## config.mk

```make
export PLATFORM = sky130hd
export DESIGN_NAME = riscv_multi_cycle_control
export DESIGN_NICKNAME = d
export VERILOG_FILES = /design/src/rtl/riscv_mc_pkg.sv /design/src/rtl/riscv_mc_perf_counters.sv /design/src/rtl/riscv_multi_cycle_control.sv
export SDC_FILE = /design/constraint.sdc
export NUM_CORES = 1
export LEC_CHECK = 0
export CAP_MARGIN = 20
export CORE_MARGIN = 3
export CORE_UTILIZATION = 45
export CTS_BUF_LIST = sky130_fd_sc_hd__clkbuf_4
export CTS_CLUSTER_SIZE = 8
export DETAILED_ROUTE_END_ITERATION = 10
export GPL_ROUTABILITY_DRIVEN = 0
export PLACE_DENSITY = 0.82
export RECOVER_POWER = 100
export SLEW_MARGIN = 20
export SYNTH_ARGS = -nofsm -noshare
export SYNTH_HDL_FRONTEND = slang
export SYNTH_SLANG_ARGS = --single-unit
export TNS_END_PERCENT = 10
```

## constraint.sdc

```tcl
create_clock -name clk -period 7.59 [get_ports clk]
set_input_delay 0.759 -clock clk [delete_from_list [all_inputs] [get_ports clk]]
set_output_delay 0.759 -clock clk [all_outputs]
set_load 0.005 [all_outputs]
```

## src/rtl/riscv_mc_pkg.sv

```systemverilog
`default_nettype none
// +----------------------------------------------------------------------+
// | Module  : riscv_mc_pkg                                               |
// | Purpose : Shared types and encodings for the multi-cycle RV32I       |
// |           control FSM: state enum, opcodes, ALU op and mux selects.  |
// | Revision: 1.0  initial release                                       |
// +----------------------------------------------------------------------+
package riscv_mc_pkg;

  // Controller states; the numeric value is visible on state_o for debug.
  typedef enum logic [3:0] {
    ST_FETCH    = 4'd0,
    ST_DECODE   = 4'd1,
    ST_MEMADR   = 4'd2,
    ST_MEMREAD  = 4'd3,
    ST_MEMWB    = 4'd4,
    ST_MEMWRITE = 4'd5,
    ST_EXEC_R   = 4'd6,
    ST_EXEC_I   = 4'd7,
    ST_ALUWB    = 4'd8,
    ST_BRANCH   = 4'd9,
    ST_JAL      = 4'd10,
    ST_JALR     = 4'd11,
    ST_JALR_PC  = 4'd12,
    ST_LUI      = 4'd13,
    ST_TRAP     = 4'd14
  } state_t;

  // Major opcodes (instruction[6:0])
  localparam logic [6:0] c_op_load   = 7'b0000011;
  localparam logic [6:0] c_op_store  = 7'b0100011;
  localparam logic [6:0] c_op_rtype  = 7'b0110011;
  localparam logic [6:0] c_op_itype  = 7'b0010011;
  localparam logic [6:0] c_op_branch = 7'b1100011;
  localparam logic [6:0] c_op_jal    = 7'b1101111;
  localparam logic [6:0] c_op_jalr   = 7'b1100111;
  localparam logic [6:0] c_op_lui    = 7'b0110111;

  // Branch funct3 codes
  localparam logic [2:0] c_f3_beq = 3'b000;
  localparam logic [2:0] c_f3_bne = 3'b001;

  // ALU operation requests to the ALU decoder
  localparam logic [2:0] c_alu_add    = 3'b000;
  localparam logic [2:0] c_alu_rtype  = 3'b010;
  localparam logic [2:0] c_alu_itype  = 3'b011;
  localparam logic [2:0] c_alu_branch = 3'b100;

  // ALU source A select
  localparam logic [1:0] c_srca_pc    = 2'b00;
  localparam logic [1:0] c_srca_oldpc = 2'b01;
  localparam logic [1:0] c_srca_rs1   = 2'b10;
  localparam logic [1:0] c_srca_zero  = 2'b11;

  // ALU source B select
  localparam logic [1:0] c_srcb_rs2  = 2'b00;
  localparam logic [1:0] c_srcb_imm  = 2'b01;
  localparam logic [1:0] c_srcb_four = 2'b10;

  // Result mux select
  localparam logic [1:0] c_res_aluout    = 2'b00;
  localparam logic [1:0] c_res_memdata   = 2'b01;
  localparam logic [1:0] c_res_aluresult = 2'b10;

endpackage
`default_nettype wire

```

## src/rtl/riscv_mc_perf_counters.sv

```systemverilog
`default_nettype none
// +----------------------------------------------------------------------+
// | Module  : riscv_mc_perf_counters                                     |
// | Purpose : Free-running cycle and retired-instruction counters with   |
// |           independent enables; both wrap modulo 2^CNT_WIDTH.         |
// | Revision: 1.0  initial release                                       |
// +----------------------------------------------------------------------+
module riscv_mc_perf_counters #(
  parameter int CNT_WIDTH = 32
) (
  input  logic                 clk,
  input  logic                 reset,
  input  logic                 cycle_en,
  input  logic                 instret_en,
  output logic [CNT_WIDTH-1:0] cycle_cnt,
  output logic [CNT_WIDTH-1:0] instret_cnt
);

  // Count enabled cycles and retirements; reset clears both.
  always_ff @(posedge clk) begin
    if (reset) begin
      cycle_cnt   <= '0;
      instret_cnt <= '0;
    end else begin
      if (cycle_en) begin
        cycle_cnt <= cycle_cnt + CNT_WIDTH'(1);
      end
      if (instret_en) begin
        instret_cnt <= instret_cnt + CNT_WIDTH'(1);
      end
    end
  end

endmodule
`default_nettype wire

```

## src/rtl/riscv_multi_cycle_control.sv

```systemverilog
`default_nettype none
// +----------------------------------------------------------------------+
// | Module  : riscv_multi_cycle_control                                  |
// | Purpose : Multi-cycle RV32I control FSM for a shared-memory core:    |
// |           sequences fetch/decode/execute/memory/writeback, handles   |
// |           memory wait states, stall timeout, illegal-op trap and     |
// |           performance counters.                                      |
// | Revision: 1.0  initial release                                       |
// +----------------------------------------------------------------------+
module riscv_multi_cycle_control
  import riscv_mc_pkg::*;
#(
  parameter int CNT_WIDTH    = 32,
  parameter int MEM_WAIT_EN  = 1,
  parameter int BNE_EN       = 1,
  parameter int WAIT_TIMEOUT = 0
) (
  input  logic                 clk,
  input  logic                 reset,
  input  logic [6:0]           op_i,
  input  logic [2:0]           funct3_i,
  input  logic                 zero_i,
  input  logic                 mem_ready_i,
  output logic                 pc_write_o,
  output logic                 ir_write_o,
  output logic                 adr_src_o,
  output logic                 mem_read_o,
  output logic                 mem_write_o,
  output logic                 reg_write_o,
  output logic [1:0]           alu_src_a_o,
  output logic [1:0]           alu_src_b_o,
  output logic [2:0]           alu_op_o,
  output logic [1:0]           result_src_o,
  output logic                 illegal_o,
  output logic [3:0]           state_o,
  output logic [CNT_WIDTH-1:0] cycle_cnt_o,
  output logic [CNT_WIDTH-1:0] instret_cnt_o
);

  state_t state;
  state_t next_state;
  logic   ready;
  logic   timeout;
  logic   branch_taken;
  logic   pc_write_raw;
  logic   ir_write_raw;
  logic   mem_read_raw;
  logic   mem_write_raw;
  logic   reg_write_raw;
  logic   retire;
  logic   count_cycle;

  // With wait states disabled the memory is treated as always ready.
  assign ready = (MEM_WAIT_EN == 0) ? 1'b1 : mem_ready_i;

  assign branch_taken = ((funct3_i == c_f3_beq) && zero_i) ||
                        ((BNE_EN != 0) && (funct3_i == c_f3_bne) && !zero_i);

  generate
    if (WAIT_TIMEOUT > 0) begin : g_timeout
      localparam int              WAIT_W       = $clog2(WAIT_TIMEOUT + 1);
      localparam logic [WAIT_W-1:0] c_wait_limit = WAIT_W'(WAIT_TIMEOUT);
      logic              stalled;
      logic [WAIT_W-1:0] wait_cnt;

      assign stalled = !ready && ((state == ST_FETCH) || (state == ST_MEMREAD) ||
                                  (state == ST_MEMWRITE));
      // Once the limit has already been reached, one more stalled cycle traps.
      assign timeout = stalled && (wait_cnt == c_wait_limit);

      // Count consecutive stalled cycles; any progress or trap clears it.
      always_ff @(posedge clk) begin
        if (reset) begin
          wait_cnt <= '0;
        end else if (stalled && !timeout) begin
          wait_cnt <= wait_cnt + WAIT_W'(1);
        end else begin
          wait_cnt <= '0;
        end
      end
    end else begin : g_no_timeout
      assign timeout = 1'b0;
    end
  endgenerate

  // State register and sticky illegal flag.
  always_ff @(posedge clk) begin
    if (reset) begin
      state     <= ST_FETCH;
      illegal_o <= 1'b0;
    end else begin
      state <= next_state;
      if (next_state == ST_TRAP) begin
        illegal_o <= 1'b1;
      end
    end
  end

  // Next-state and Moore output decode; enables are gated by ready/branch.
  always_comb begin
    next_state    = state;
    pc_write_raw  = 1'b0;
    ir_write_raw  = 1'b0;
    mem_read_raw  = 1'b0;
    mem_write_raw = 1'b0;
    reg_write_raw = 1'b0;
    adr_src_o     = 1'b0;
    alu_src_a_o   = c_srca_pc;
    alu_src_b_o   = c_srcb_rs2;
    alu_op_o      = c_alu_add;
    result_src_o  = c_res_aluout;
    case (state)
      ST_FETCH: begin
        mem_read_raw = 1'b1;
        alu_src_b_o  = c_srcb_four;
        result_src_o = c_res_aluresult;
        ir_write_raw = ready;
        pc_write_raw = ready;
        if (ready) next_state = ST_DECODE;
      end
      ST_DECODE: begin
        alu_src_a_o = c_srca_oldpc;
        alu_src_b_o = c_srcb_imm;
        case (op_i)
          c_op_load, c_op_store: next_state = ST_MEMADR;
          c_op_rtype:            next_state = ST_EXEC_R;
          c_op_itype:            next_state = ST_EXEC_I;
          c_op_branch:           next_state = ST_BRANCH;
          c_op_jal:              next_state = ST_JAL;
          c_op_jalr:             next_state = ST_JALR;
          c_op_lui:              next_state = ST_LUI;
          default:               next_state = ST_TRAP;
        endcase
      end
      ST_MEMADR: begin
        alu_src_a_o = c_srca_rs1;
        alu_src_b_o = c_srcb_imm;
        next_state  = (op_i == c_op_load) ? ST_MEMREAD : ST_MEMWRITE;
      end
      ST_MEMREAD: begin
        adr_src_o    = 1'b1;
        mem_read_raw = 1'b1;
        if (ready) next_state = ST_MEMWB;
      end
      ST_MEMWB: begin
        result_src_o  = c_res_memdata;
        reg_write_raw = 1'b1;
        next_state    = ST_FETCH;
      end
      ST_MEMWRITE: begin
        adr_src_o     = 1'b1;
        mem_write_raw = ready;
        if (ready) next_state = ST_FETCH;
      end
      ST_EXEC_R: begin
        alu_src_a_o = c_srca_rs1;
        alu_src_b_o = c_srcb_rs2;
        alu_op_o    = c_alu_rtype;
        next_state  = ST_ALUWB;
      end
      ST_EXEC_I: begin
        alu_src_a_o = c_srca_rs1;
        alu_src_b_o = c_srcb_imm;
        alu_op_o    = c_alu_itype;
        next_state  = ST_ALUWB;
      end
      ST_LUI: begin
        alu_src_a_o = c_srca_zero;
        alu_src_b_o = c_srcb_imm;
        next_state  = ST_ALUWB;
      end
      ST_ALUWB: begin
        reg_write_raw = 1'b1;
        next_state    = ST_FETCH;
      end
      ST_BRANCH: begin
        alu_src_a_o  = c_srca_rs1;
        alu_src_b_o  = c_srcb_rs2;
        alu_op_o     = c_alu_branch;
        pc_write_raw = branch_taken;
        next_state   = ST_FETCH;
      end
      ST_JAL: begin
        pc_write_raw = 1'b1;
        alu_src_a_o  = c_srca_oldpc;
        alu_src_b_o  = c_srcb_four;
        next_state   = ST_ALUWB;
      end
      ST_JALR: begin
        alu_src_a_o = c_srca_rs1;
        alu_src_b_o = c_srcb_imm;
        next_state  = ST_JALR_PC;
      end
      ST_JALR_PC: begin
        pc_write_raw = 1'b1;
        alu_src_a_o  = c_srca_oldpc;
        alu_src_b_o  = c_srcb_four;
        next_state   = ST_ALUWB;
      end
      ST_TRAP: begin
        next_state = ST_TRAP;
      end
      default: begin
        next_state = ST_TRAP;
      end
    endcase
    if (timeout) next_state = ST_TRAP;
  end

  assign pc_write_o  = pc_write_raw  & ~reset;
  assign ir_write_o  = ir_write_raw  & ~reset;
  assign mem_read_o  = mem_read_raw  & ~reset;
  assign mem_write_o = mem_write_raw & ~reset;
  assign reg_write_o = reg_write_raw & ~reset;
  assign state_o     = state;

  assign count_cycle = (state != ST_TRAP);
  assign retire      = (next_state == ST_FETCH) &&
                       ((state == ST_MEMWB) || (state == ST_MEMWRITE) ||
                        (state == ST_ALUWB) || (state == ST_BRANCH));

  riscv_mc_perf_counters #(
    .CNT_WIDTH(CNT_WIDTH)
  ) u_perf (
    .clk        (clk),
    .reset      (reset),
    .cycle_en   (count_cycle),
    .instret_en (retire),
    .cycle_cnt  (cycle_cnt_o),
    .instret_cnt(instret_cnt_o)
  );

endmodule
`default_nettype wire

```

==> results of run 1 <==
area by class of cell:
type                    count  share of cell area
flip-flops and latches     69              0.2878
multi-input cells         350              0.4458
repair buffers            101              0.2059
inverters                   8            0.006257
clock buffers               9             0.01408
well taps                 102             0.02659
clock inverters             7             0.01356
routing by layer:
metal | vias up | share of wire | global-route usage
li1 | 1808 | - | -
met1 | 1713 | 0.44 | 0.2760
met4 | 0 | 0.016 | 0.08768
met2 | 113 | 0.49 | 0.3537
met3 | 8 | 0.056 | 0.03909
met5 | - | 0 | 0
worst max path at each step:
| stage | cells past startpoint | endpoint | slack, ps |
|---|---|---|---|
| after CTS | 4 | alu_src_b_o[0] | 4340 |
| after global routing | 4 | alu_src_b_o[0] | 3150 |
| after floorplan | 5 | u_perf.instret_cnt[19]$_SDFFE_PP0P_ | 5000 |
| after detailed placement | 6 | u_perf.instret_cnt[19]$_SDFFE_PP0P_ | 4230 |
| after global placement | 6 | u_perf.instret_cnt[19]$_SDFFE_PP0P_ | 4290 |
| final | 4 | alu_src_b_o[0] | 3450 |
state kept, by name (all words and copies together), names as in the netlist:
name,count
u_perf.cycle_cnt,32
state_o,4
illegal_o,1
u_perf.instret_cnt,32
power by group:
group	switching (mW)	leakage, nW	internal, mW
combinational	0.0518	1.20	0.0455
sequential	0.0129	0.557	0.367
clock	0.140	0.0735	0.0989
total	0.205	1.83	0.511
metrics by stage:
step / hold slack, ps / util / power, mW / setup WS, ps / instance area [um^2]
after floorplan: 450.6 / - / 0.4414 / 4995 / 3661
after global placement: 476.9 / 0.5987 / 0.4881 / 4294 / 4674
after detailed placement: 479.5 / 0.5987 / 0.4911 / 4227 / 4674
after CTS: 496.9 / 0.6157 / 0.7258 / 4335 / 4807
after global routing: 522.3 / 0.6147 / 0.7478 / 3150 / 4800
final: 494.7 / 0.6147 / 0.7164 / 3446 / 4800
cells in the final DEF (no fill, tap or decap), drive strengths merged, types with 11 or more instances in the layout:
cell type      netlist  final
dlygate4sd3          0     84
dfxtp               69     69
nor2                67     67
nand2               27     27
xnor2               25     25
xor2                25     25
nand4               23     23
a21oi               21     21
nor4                17     17
o21ai               17     17
nand3               16     16
clkdlybuf4s50        0     12
nand2b              11     11
clkbuf              25     11
worst reg2reg max path, stage by stage (launching register included):
cell	delay, ps
dfxtp_1	430
clkbuf_1	1200
nand2b_1	330
nor3_1	120
or4_1	660
or4_1	510
a21oi_1	150
logic make-up (layout without fill, tap and decap cells):
family,count (synthesis),count (layout),share of synthesized area
muxes,3,3,0.009227
and+or+nand+nor,236,236,0.3496
xor gates and xnor gates,50,50,0.1196
AOI/OAI and AO/OA,59,59,0.09912
DFF,69,69,0.3773
buffers and inverters,36,125,0.03828
adders and majority gates,2,2,0.006834
==> flow_summary.json, run 1 <==
{
  "synth-edff-count": 0,
  "wl_mm": 9.595,
  "crit_path_max_incr_delay_ps": 1200,
  "power.density_nw_per_um2": 149.3,
  "skew_ps": 15.23,
  "synthTopCellsByCount": "69 x dfxtp_1, 67 x nor2_1, 27 x nand2_1",
  "ys_warn_count": 0,
  "synth-seq-area-share": 0.3773,
  "cts_hold_buf": 0,
  "cts_tree": "yes",
  "critical_path_buf_inv_count": 2,
  "cp-end-kind": "output pin",
  "syn-num-nets": 471,
  "fmax_ghz": 0.2413,
  "slowest_stage": "clkbuf_1",
  "fillers": 712,
  "r2r_setup_slack_ps": 4130,
  "worstPathRequired_ps": 6830,
  "track_usage": 0.2150,
  "wl_per_cell_um": 14.85,
  "numCtsBuffers": 9,
  "path_delay_family": "buffers and inverters",
  "rsz0062_at_grt": "no",
  "critPathMaxFanout": 42,
  "clock_latency_ps": 410,
  "first_global_vias": 3354,
  "die_h_um": 96.20,
  "ys.flop_type": "dfxtp_1",
  "setup_viol": 0,
  "yosys.area.top_type_share": 0.3773,
  "maxCapViolCount": 1,
  "core-area_um2": 7807,
  "vias": 3642,
  "status": "complete, but fails checks",
  "clk_path_buf_depth": 2,
  "r2r_cells": 6,
  "drive_above_1_share": 0.03676,
  "synth.most_common_cell": "dfxtp_1",
  "port-buffer-count": 97,
  "worst-endpoint-arrival_ps": 3390,
  "grt_pass1_wl_mm": 15.84,
  "min_to": "u_perf.instret_cnt[31]$_SDFFE_PP0P_",
  "root_buffer": "clkbuf_4",
  "synth.distinct_cells": 48,
  "die_area_um2": 9253,
  "hold_start": "u_perf.instret_cnt[31]$_SDFFE_PP0P_",
  "dr.pass1.iters": 4,
  "fin_crit_ps": 4144,
  "vdd_ir_drop_max_mv": 0.1255,
  "cp-startpoint": "state_o[1]$_SDFF_PP0_",
  "async_reset_ff_frac": 0,
  "slew_headroom": -0.08934,
  "crit_chain": "clkbuf_1 > nor4b_1 > a21o_1 > dlygate4sd3_1",
  "finalMaxSlewViolations": 43,
  "violations": "max-capacitance violations, max-slew violations",
  "synth_area_per_cell_um2": 8.046,
  "holdPathStages": 2,
  "multi_input_area_um2": 2140,
  "ctsHtreeMaxLevel": 3,
  "cts.clk_slew.worst_paths_ps": 130,
  "syn2layout_area_growth_pct": 31.10,
  "rr_endpoint": "u_perf.instret_cnt[28]$_SDFFE_PP0P_",
  "overflow": 0,
  "reg2reg_from": "state_o[1]$_SDFF_PP0_",
  "ctsResizeCount": 0,
  "drtIter0Drc": 125,
  "diodes": 0,
  "dp_hpwl_mm": 6.827,
  "regArea_um2": 1381,
  "final_nets": 555,
  "viasPerCell": 5.638,
  "final_cells": 646,
  "worst_pin_slew_ps": 1634,
  "tns_ps": 0,
  "rows": 32,
  "dp_cells": 630,
  "drc": 0,
  "antenna_left": 0,
  "antenna_found_initial": 0,
  "post-cts-setup-buffer-count": 0,
  "p_leak_nw": 1.833,
  "cts.sinks": 69,
  "synth_top_area_cell": "dfxtp_1",
  "fin_crit_sh": 0.5460,
  "startpoint_type": "register",
  "synth.area.top_cells": "dfxtp_1 38%, nor2_1 6.9%, xnor2_1 6.0%",
  "hp-class": "register to register",
  "dieWidth_um": 96.20,
  "synth_seq_cells": 69,
  "initial_core_util": 0.4689,
  "grt_max_degree": 78,
  "io_pins": 98,
  "synth_area_um2": 3661,
  "hold_viol": 0,
  "syn_inst": 455,
  "criticalPathCategory": "register to output pin"
}
No activity file was read; power rests on OpenSTA's default activity.
==> run 2, diff against run 1 <==
==> constraint.sdc (replaced) <==
create_clock -name clk -period 4 [get_ports clk]
set_input_delay 0.4 -clock clk [delete_from_list [all_inputs] [get_ports clk]]
set_output_delay 0.4 -clock clk [all_outputs]
set_load 0.005 [all_outputs]
==> run 2 against run 1 <==
  * The run now ends clean
  * Hold slack got worse by 39 ps
  * Via count rose by 0.49%
  * Clock skew barely moved
  * Count of clock-buffer cells in the layout did not move
  * Combinational power rose by 90%
  * Design area rose by 0.42%
  * Non-clock buffer count did not move
  * Sequential power rose by 90%
  * Total power rose by 98%
  * Sequential share of layout area fell by 0.12 points
  * Clock power rose by 110%
  * Highest routed layer unchanged
==> flow_summary.json, run 2 (synthesis results as in run 1) <==
{
  "status": "complete, no violations",
  "hold_start": "reset",
  "switching_share": 0.2709,
  "syn2layout_area_growth_pct": 31.65,
  "worst-endpoint-arrival_ps": 3390,
  "critPathMaxFanout": 20,
  "cp-end-kind": "register",
  "startpoint_type": "register",
  "p_leak_nw": 1.840,
  "cts_tree": "yes",
  "combPwrFrac": 0.131,
  "worstPathRequired_ps": 4340,
  "internal_power_mw": 1.033,
  "final_nets": 555,
  "diodes": 0,
  "dr.pass1.iters": 5,
  "antenna_left": 0,
  "holdPathStages": 2,
  "layout_commonest_cell": "dlygate4sd3_1",
  "viasPerCell": 5.666,
  "track_usage": 0.2200,
  "placed_cell_area_um2": 4674,
  "hp-class": "primary input to register",
  "power.density_nw_per_um2": 294.1,
  "skew_ps": 15.46,
  "wl_per_cell_um": 15.30,
  "root_buffer": "clkbuf_4",
  "whs_ps": 455.3,
  "rr_endpoint": "u_perf.instret_cnt[31]$_SDFFE_PP0P_",
  "drtIter0Drc": 201,
  "die_area_um2": 9253,
  "dieWidth_um": 96.20,
  "power_frac_clock": 0.360,
  "dp_hpwl_mm": 7.031,
  "drive_above_1_share": 0.03125,
  "maxCapViolCount": 0,
  "criticalPathCategory": "register to register",
  "clock_latency_ps": 410,
  "vias": 3660,
  "vdd_ir_drop_max_mv": 0.1873,
  "wl_mm": 9.885,
  "drc": 0,
  "reg2reg_from": "state_o[2]$_SDFF_PP0_",
  "io_pins": 98,
  "antenna_found_initial": 0,
  "port-buffer-count": 97,
  "r2r_cells": 5,
  "first_global_vias": 3335,
  "numCtsBuffers": 9,
  "core-area_um2": 7807,
  "finalMaxSlewViolations": 0,
  "cts.sinks": 69,
  "fin_crit_sh": 0.7610,
  "min_to": "state_o[2]$_SDFF_PP0_",
  "final_cell_mix": "82 x dlygate4sd3_1, 69 x dfxtp_1, 67 x nor2_1",
  "initial_core_util": 0.4689,
  "ctsHtreeMaxLevel": 3,
  "cts_hold_buf": 0,
  "switchingPower_mw": 0.3839,
  "grt_max_degree": 47,
  "hold_viol": 0,
  "slew_headroom": 0.4271,
  "fmax_ghz": 0.3285,
  "rows": 32,
  "grt_pass1_wl_mm": 16.13,
  "r2r_setup_slack_ps": 960,
  "seq_power_share": 0.510,
  "worst_pin_slew_ps": 859.4,
  "die_h_um": 96.20,
  "clk_path_buf_depth": 2,
  "overflow": 0,
  "fillers": 708,
  "fin_crit_ps": 3044,
  "ctsResizeCount": 0,
  "design_area_um2": 4820,
  "utilization": 0.6173,
  "cts.clk_slew.worst_paths_ps": 120,
  "rsz0062_at_grt": "no",
  "setup_viol": 0,
  "post-cts-setup-buffer-count": 0,
  "tns_ps": 0
}
run 2: final cells by class:
type                    count  area (um^2)  area share
well taps                 102        127.6     0.02648
multi-input cells         350         2136      0.4431
inverters                   8        30.03    0.006231
clock inverters             7        88.84     0.01843
flip-flops and latches     69         1381      0.2866
repair buffers            101        988.4      0.2051
clock buffers               9        67.56     0.01402
run 2: worst max path at each step:
stage / from / end / slack, ps / cells past startpoint
CTS: state_o[2]$_SDFF_PP0_ / u_perf.instret_cnt[31]$_SDFFE_PP0P_ / 1030 / 5
finish: state_o[2]$_SDFF_PP0_ / u_perf.instret_cnt[31]$_SDFFE_PP0P_ / 960 / 5
detailed placement: op_i[2] / u_perf.instret_cnt[19]$_SDFFE_PP0P_ / 1000 / 6
global placement: op_i[2] / u_perf.instret_cnt[19]$_SDFFE_PP0P_ / 1060 / 6
floorplan: state_o[2]$_SDFF_PP0_ / u_perf.instret_cnt[29]$_SDFFE_PP0P_ / 1500 / 7
global route: state_o[2]$_SDFF_PP0_ / u_perf.instret_cnt[28]$_SDFFE_PP0P_ / 760 / 5
run 2: power groups by stage:
| stage | Sequential [mW] | Combinational (mW) | Clock (mW) |
|---|---|---|---|
| 2_1_floorplan | 0.721 | 0.117 | 0 |
| 3_3_place_gp | 0.737 | 0.192 | 0 |
| 3_5_place_dp | 0.738 | 0.195 | 0 |
| 4_1_cts | 0.722 | 0.196 | 0.522 |
| 5_1_grt | 0.726 | 0.204 | 0.551 |
| 6_report | 0.722 | 0.185 | 0.510 |
run 2: worst max-delay path, stage by stage, from the launching register on:
cell	delay [ps]
dfxtp_1	720
xnor2_1	260
or4_1	660
or4_1	650
or4b_1	530
a21oi_1	150
run 2: routing by layer:
layer,part of all wire,global-route usage,vias to the layer above
met1,0.45,0.2931,1731
met5,0,0,-
met4,0.013,0.08175,0
met2,0.48,0.3479,124
met3,0.056,0.04691,11
li1,-,-,1794
run 2: stage by stage:
step | setup WS, ps | total power, mW | std cells
2_1_floorplan | 1504 | 0.8376 | 455
3_5_place_dp | 1004 | 0.9336 | 630
6_report | 956.1 | 1.417 | 646
3_3_place_gp | 1055 | 0.9290 | 630
4_1_cts | 1035 | 1.440 | 646
5_1_grt | 757.1 | 1.481 | 646
